[src/rtl/adc_channel_scheduler_pkg.sv]
// Shared types and helpers for the dual-slope ADC channel scheduler.
package adc_channel_scheduler_pkg;

  typedef enum logic [2:0] {
    S_IDLE,
    S_SETTLE,
    S_INTEGRATE,
    S_DEINT,
    S_STORE
  } state_t;

  function automatic int unsigned cnt_max(input int unsigned w);
    return (32'd1 << w) - 32'd1;
  endfunction

  // First set mask bit strictly after 'last', wrapping modulo n; holds 'last' if none.
  function automatic logic [3:0] next_ch(input logic [15:0] mask, input logic [3:0] last,
                                         input int unsigned n);
    logic [3:0]  r;
    logic        found;
    int unsigned idx;
    r     = last;
    found = 1'b0;
    for (int unsigned i = 1; i <= 16; i++) begin
      idx = (int'(last) + i) % n;
      if (!found && i <= n && mask[idx[3:0]]) begin
        r     = idx[3:0];
        found = 1'b1;
      end
    end
    return r;
  endfunction

endpackage

[src/rtl/sync_2ff.sv]
// Two-flop synchronizer for asynchronous level inputs; clears to 0 on reset.
module sync_2ff #(
  parameter int W = 1
) (
  input  logic         clk,
  input  logic         rst_n,
  input  logic [W-1:0] d,
  output logic [W-1:0] q
);

  logic [W-1:0] meta;

  always_ff @(posedge clk or negedge rst_n)
    if (!rst_n) begin
      meta <= '0;
      q    <= '0;
    end else begin
      meta <= d;
      q    <= meta;
    end

endmodule

[src/rtl/adc_channel_scheduler.sv]
// Round-robin sequencer sharing one dual-slope integrator across NUM_CH inputs.
module adc_channel_scheduler
  import adc_channel_scheduler_pkg::*;
#(
  parameter int NUM_CH        = 2,
  parameter int CH_W          = 1,
  parameter int CNT_W         = 8,
  parameter int SETTLE_CYCLES = 16
) (
  input  logic                    clk,
  input  logic                    reset,
  input  logic                    enable,
  input  logic [NUM_CH-1:0]       ch_mask,
  input  logic                    is_neg_v,
  output logic [CH_W-1:0]         mux_sel,
  output logic                    int_dump,
  output logic                    select_v_ref,
  output logic                    busy,
  output logic                    result_valid,
  output logic [CH_W-1:0]         result_ch,
  output logic [CNT_W-1:0]        result_data,
  output logic                    overrange,
  output logic [NUM_CH*CNT_W-1:0] ch_data
);

  localparam logic [CNT_W-1:0] MAX      = CNT_W'(cnt_max(CNT_W));
  localparam logic [CNT_W-1:0] SET_LAST = CNT_W'(SETTLE_CYCLES - 1);

  state_t                         state;
  logic [CNT_W-1:0]               cnt;
  logic [CH_W-1:0]                cur_ch;
  logic [CH_W-1:0]                ptr;
  logic [NUM_CH-1:0][CNT_W-1:0]   ch_reg;
  logic                           neg_s;
  logic                           start;
  logic [CH_W-1:0]                nxt;

  sync_2ff #(.W(1)) u_sync (
    .clk  (clk),
    .rst_n(reset),
    .d    (is_neg_v),
    .q    (neg_s)
  );

  assign start   = enable && (|ch_mask);
  assign nxt     = CH_W'(next_ch(16'(ch_mask), 4'(ptr), NUM_CH));
  assign ch_data = ch_reg;

  always_ff @(posedge clk or negedge reset)
    if (!reset) begin
      state        <= S_IDLE;
      cnt          <= '0;
      cur_ch       <= '0;
      ptr          <= '0;
      mux_sel      <= '0;
      int_dump     <= 1'b1;
      select_v_ref <= 1'b0;
      busy         <= 1'b0;
      result_valid <= 1'b0;
      result_ch    <= '0;
      result_data  <= '0;
      overrange    <= 1'b0;
      ch_reg       <= '0;
    end else begin
      result_valid <= 1'b0;
      case (state)
        S_IDLE, S_STORE: begin
          // STORE chains straight into the next conversion when still enabled
          if (start) begin
            cur_ch  <= nxt;
            mux_sel <= nxt;
            cnt     <= '0;
            busy    <= 1'b1;
            state   <= S_SETTLE;
          end else begin
            busy  <= 1'b0;
            state <= S_IDLE;
          end
        end
        S_SETTLE:
          if (cnt == SET_LAST) begin
            cnt      <= '0;
            int_dump <= 1'b0;
            state    <= S_INTEGRATE;
          end else begin
            cnt <= cnt + 1'b1;
          end
        S_INTEGRATE: begin
          cnt <= cnt + 1'b1;
          if (cnt == MAX) begin
            select_v_ref <= 1'b1;
            state        <= S_DEINT;
          end
        end
        S_DEINT:
          // On timeout cnt is MAX, so the stored value is MAX with neg_s still high
          if (!neg_s || cnt == MAX) begin
            select_v_ref   <= 1'b0;
            int_dump       <= 1'b1;
            result_valid   <= 1'b1;
            result_ch      <= cur_ch;
            result_data    <= cnt;
            overrange      <= neg_s;
            ch_reg[cur_ch] <= cnt;
            ptr            <= cur_ch;
            state          <= S_STORE;
          end else begin
            cnt <= cnt + 1'b1;
          end
        default: state <= S_IDLE;
      endcase
    end

endmodule

[config.mk]
export PLATFORM = sky130hd
export DESIGN_NAME = adc_channel_scheduler
export DESIGN_NICKNAME = d
export VERILOG_FILES = /design/src/rtl/adc_channel_scheduler_pkg.sv /design/src/rtl/sync_2ff.sv /design/src/rtl/adc_channel_scheduler.sv
export SDC_FILE = /design/constraint.sdc
export NUM_CORES = 1
export LEC_CHECK = 0
export BUFFER_PORTS_ARGS = -buffer_cell sky130_fd_sc_hd__buf_2
export CAP_MARGIN = 25
export CORE_MARGIN = 2
export CORE_UTILIZATION = 35
export CTS_BUF_LIST = sky130_fd_sc_hd__clkbuf_2
export CTS_CLUSTER_SIZE = 16
export DETAILED_ROUTE_END_ITERATION = 6
export HOLD_SLACK_MARGIN = 0.06
export PLACE_DENSITY_LB_ADDON = 0.05
export SLEW_MARGIN = 20
export SYNTH_ARGS = -nofsm -noshare
export SYNTH_HDL_FRONTEND = slang
export SYNTH_SLANG_ARGS = --single-unit
[constraint.sdc]
create_clock -name clk -period 1.8 [get_ports clk]
set_input_delay 0.09 -clock clk [delete_from_list [all_inputs] [get_ports clk]]
set_output_delay 0.09 -clock clk [all_outputs]
set_load 0.1 [all_outputs]
# Word level (Yosys, flattened, before mapping)
# Cells that the tools add are included.
[word_totals] out_inout_bits=31 reg_bits=44
[classes] n_reduce_logical=18 muxes=28 magnitude_cmp=4 eq_ne=11 addsub=3
[op_table] op="$mux 8" count=4
[op_table] op="$pmux 8 s4" count=1
[op_table] op="$bwmux 16" count=1
[op_table] op="$mux 1" count=15
[op_table] op="$pmux 3 s4" count=1
[op_table] op="$reduce_and 3->1" count=4
[op_table] op="$lt 1x5->1 const B" count=2
[op_table] op="$ne 2x2->1 const B" count=5
[op_table] op="$mux 3" count=3
[op_table] op="$add 8x1->8 const B" count=1
[op_table] op="$demux 8 s1" count=1
[op_table] op="$eq 8x4->1 const B" count=1
[op_table] op="$eq 8x8->1 const B" count=1
[op_table] op="$eq 3x2->1 const B" count=2
[op_table] op="$pmux 1 s2" count=2
[op_table] op="$reduce_and 2->1" count=2
[op_table] op="$reduce_bool 2->1" count=2
[op_table] op="$reduce_bool 4->1" count=1
[op_table] op="$reduce_or 2->1" count=2
[op_table] op="$eq 3x1->1 const B" count=1
[op_table] op="$eq 3x3->1 const B" count=1
[op_table] op="$logic_and 1x1->1" count=3
[op_table] op="$logic_not 3->1" count=1
[op_table] op="$add 1x1->1 const B" count=2
[op_table] op="other kinds (4)" count=5

# Longest topological paths before layout
[logic_depth] depth_word=7 depth_mapped=8 ltp_nobuf=7

# Hierarchy
# From an unflattened synthesis, not the netlist that was laid out.
[hier_totals] hier_cells=165 hier_area_um2=1970.6
[modules_own_cells] mod="adc_channel_scheduler" n_inst=1 cells_each=163 area_per_inst_um2=1920.6
[modules_own_cells] mod="sync_2ff" n_inst=1 cells_each=2 area_per_inst_um2=50.0

# Least setup slack after synthesis
# No wires, ideal clock.
[synth_timing] path_kind="register to register" from="register cnt[0]" to="register ch_reg, in the netlist ch_data[10]" stages_incl_launch_ff=8 period_less_slack_ns=1.846 slack_ns=-0.046 required_ns=1.672 arrival_ns=1.717 setup_ns=0.128 cell_sequence="dfrtp_1 ha_1 nand4_1 o21ai_4 nand3_4 inv_2 nand2_2 mux2_1"
[synth_via] elab_chain_cells=3
[synth_lines] item="from (decl)" line_no="adc_channel_scheduler.sv:30" text="logic [CNT_W-1:0] cnt;"
[synth_lines] item="from (signal assigned)" line_no="adc_channel_scheduler.sv:86" text="cnt <= cnt + 1'b1;"
[synth_lines] item="from (signal assigned)" line_no="adc_channel_scheduler.sv:89" text="cnt <= cnt + 1'b1;"
[synth_lines] item="from (signal assigned)" line_no="adc_channel_scheduler.sv:108" text="cnt <= cnt + 1'b1;"
[synth_lines] item="$eq 8x8->1" line_no="adc_channel_scheduler.sv:97" text="if (!neg_s || cnt == MAX) begin"
[synth_lines] item="$logic_or 1x1->1" line_no="adc_channel_scheduler.sv:97"
[synth_lines] item="$reduce_and 2->1 (no source line)"
[synth_lines] item="to (signal, indexed assignment)" line_no="adc_channel_scheduler.sv:104" text="ch_reg[cur_ch] <= cnt;"
[synth_lines] item="to (decl)" line_no="adc_channel_scheduler.sv:33" text="logic [NUM_CH-1:0][CNT_W-1:0] ch_reg;"
# No other way between the ends.
# A chain may end at the register's enable or synchronous reset.

# Worst setup path in the final report
[layout_timing] from="register cnt[1]" to="register ch_reg, in the netlist ch_data[3]"
# Same word-level chain as after synthesis.

==> run_results.csv <==
group,metric,value,unit
run_status,outcome,"completed",
timing,rsz0062_at_grt,"yes",
timing,finalClockSkew,0.0149,ns
final_layout,antenna_cells,0,
yosys,avgSynthCellArea,11.5,um^2
global_routing,grt_max_degree,35,
placement,dp_hpwl,3260,um
drt,drtIter0Drc,74,
hold_path,hold_class,"in2reg",
critical_path,path_class,"reg2reg",
timing,max_freq,558,MHz
drt,vias_per_cell,4.79,
clock_tree,htreeDepth,2,
critical_path,crit_family,"simple AND/OR/NAND/NOR gates",
timing,setup_viol,0,
global_routing,met2_usage,26.5,%
placement,place_area,0.00238,mm^2
drt,drtAntennaViolNets,0,
critical_path,worstPathArrival,2.14,ns
power,internal_power,1.11,mW
critical_path,crit_buf_inv,1,
timing,drv_slew,0,
yosys,synth_seq_cells,44,
critical_path,cp_max_fo,8,
yosys,async_reset_ff_share,100,%
global_routing,met3_usage,3.91,%
critical_path,start_kind,"flop",
clock_tree,clock_path_buffers,2,
job,max-cap-violations,0,
critical_path,cpPeakStageDelay,0.41,ns
critical_path,worstPathRequired,2.15,ns
final_layout,final_nets,244,
placement,numPortBuffers,36,
global_routing,grt_use_met1,21.8,%
power,vdd.ir_drop.worst,0.385,mV
drt,wl,4590,um
clock_tree,cts_root_buffer,"clkbuf_2",
yosys,syn_area,0.00193,mm^2
timing,min_period_over_period,99.5,%
yosys,synthMuxAreaShare,9.34,%
die,initial_core_util,35.7,%
placement,place_congestion,0.753,
global_routing,grt-busiest-layer,"met2",
die,dieHeight,78.2,um
yosys,synthXorXnorAreaFrac,0,%
global_routing,grt_overflow,0,
timing,finalHoldViolCount,0,
clock_tree,clkTransAtPathRegs,0.23,ns
yosys,synth_compound_area_share,14.0,%
power,switchingPower,362,uW
die,dieArea,0.00612,mm^2
placement,dp_slack,-0.0351,ns
yosys,synth_fa_ha_area_share,0.649,%
drt,firstDrtPassIters,4,
global_routing,grt_first_pass_wirelength,7820,um
drt,drc,0,
power,clkPwrFrac,29.6,%
timing,slew_headroom,47.9,%
yosys,synth-simple-area-share,15.6,%
global_routing,antenna_found_initial,0,
critical_path,slowest_stage,"dfrtp_1",
die,core_area,0.00541,mm^2
final_layout,fin_util,47.7,%
drt,wire_per_inst,14.8,um
critical_path,end_kind,"flop",
yosys,seq_area_frac_synth,57.2,%
timing,tightest_slew,0.782,ns
yosys,synth_nets,174,
clock_tree,cts_tree,"done",
die,io-pin-count,37,
die,rows,27,
power,switching_share,24.5,%
global_routing,grt_pass1_vias,1579,
yosys,ys_types,39,
critical_path,crit_chain,"ha_2, nand4_1, o21ai_4, nand3_4, nor2_4, buf_12, mux2_4",
power,p_leak,1.33,nW
die,die_x,78.2,um
final_layout,synthToLayoutAreaGrowth,33.6,%
timing,min_period,1.79,ns
final_layout,fillers,524,
clock_tree,cts_buffers,5,
power,p_seq_share,67.4,%
yosys,synth_top_family_by_area,"simple AND/OR/NAND/NOR gates",
final_layout,drive_above_1_share,46.2,%
yosys,synth_edf_count,0,
clock_tree,clock_latency,0.42,ns
power,combPwrFrac,3.0,%
yosys,synth_ff_type,"dfrtp_1",
global_routing,grt_usage,16.4,%
clock_tree,clock-sinks,44,
final_layout,final_area,0.00258,mm^2
power,p_per_area,573,mW/mm^2
yosys,synthCells,167,
drt,num_vias,1485,
yosys,yosysWarnings,0,
timing,fin_ws,0.00923,ns
==> synthesized netlist by cell type (2+ instances only) <==
cell type | count | share of area (%)
buf_2 | 4 | 1.0
nand3_1 | 4 | 1.0
nor2_1 | 9 | 1.8
nand2_1 | 32 | 6.2
a31oi_1 | 2 | 0.65
o31ai_1 | 5 | 1.9
dfrtp_1 | 43 | 56
o41ai_2 | 2 | 1.7
nand2b_1 | 3 | 0.97
nor2b_1 | 3 | 0.97
buf_6 | 2 | 1.2
nor3_1 | 3 | 0.78
mux2_1 | 8 | 4.7
inv_1 | 3 | 0.58
o21ai_0 | 10 | 2.6
o21ai_1 | 4 | 1.0
mux2_2 | 8 | 4.7
==> flip-flops by register name, indices dropped and copies added, names as in the netlist <==
register and cells:
ch_data 16, cnt 8, result_data 8, state 3, busy 1, cur_ch 1, int_dump 1, overrange 1
ptr 1, result_valid 1, select_v_ref 1, u_sync.meta 1, u_sync.q 1
==> power by group through the flow <==
| stage | registers [mW] | clock network, mW | logic, mW |
|---|---|---|---|
| floorplan | 1.01 | 0 | 0.00697 |
| global placement | 1.01 | 0 | 0.0384 |
| detailed placement | 1.01 | 0 | 0.0399 |
| CTS | 0.995 | 0.461 | 0.0466 |
| global route | 0.996 | 0.504 | 0.0513 |
| finish | 0.995 | 0.437 | 0.0447 |
==> kinds of logic after synthesis <==
kind of cell | count (synthesis)
compound gates | 33
buf+inv | 11
simple gates | 62
flops | 44
fa+ha+maj | 1
mux | 16
==> worst paths after layout <==
check / start / endpoint / slack, ns / cells after the start
hold reg to reg: u_sync.meta / u_sync.q / 0.39 / 0
hold / removal: ch_mask[1] / busy / 0.18 / 3
setup reg to reg: cnt[1] / ch_data[3] / 0.009 / 7
min in group asynchronous: reset / cnt[1] / 0.25 / 2
setup / recovery: cnt[1] / ch_data[3] / 0.009 / 7
max in group asynchronous: reset / ch_data[13] / 0.93 / 3
==> area by class of cell <==
cell class / instances / area, um^2 / share of cell area [%]
clock buffers: 6 / 30.0 / 1.17
clock inverters: 2 / 16.3 / 0.631
multi-input cells: 112 / 853 / 33.1
inverters: 4 / 17.5 / 0.680
well taps: 72 / 90.1 / 3.50
flip-flops and latches: 44 / 1100 / 42.9
repair buffers: 70 / 464 / 18.0
==> worst register-to-register path, stage by stage, from the launching register on <==
cell,delay [ns]
dfrtp_1,0.41
ha_2,0.18
nand4_1,0.16
o21ai_4,0.25
nand3_4,0.13
nor2_4,0.13
buf_12,0.15
mux2_4,0.30
==> cell usage in the layout (no fill, tap or decap), drive strengths merged, types with 2 or more instances in the layout <==
master and count:
o21ai 15, o31ai 7, dlygate4sd3 5, clkbuf 6, o41ai 2, nor3 3
nor2 10, inv 4, nand2 33, nand3 6, nand2b 3, dfrtp 43
mux2 16, a31oi 2, nor2b 3, buf 65
==> what timing repair did <==
item | CTS | global route
setup buffers | 2 | 3
pin swaps | 3 | 7
setup endpoints to repair | 15 | 25
gates resized for setup | 3 | 13
hold endpoints to repair | 34 | 0
hold buffers | 5 | 0
==> metrics by stage <==
step                      setup TNS, ns  instances  hold slack [ns]  total power, mW
after floorplan                  -0.630        167           -0.206             1.02
after global placement                0        292            0.197             1.05
after detailed placement         -0.254        292            0.199             1.05
after CTS                        -0.140        307            0.144             1.50
after global routing             -0.831        310            0.202             1.55
final                                 0        310            0.175             1.48
==> metal layers <==
metal  vias up  share of wire [%]
met4         0                1.7
li1        724                  -
met1       722                 47
met3         7                3.9
met5         -                  0
met2        32                 47
(Power assumes the default switching activity.)
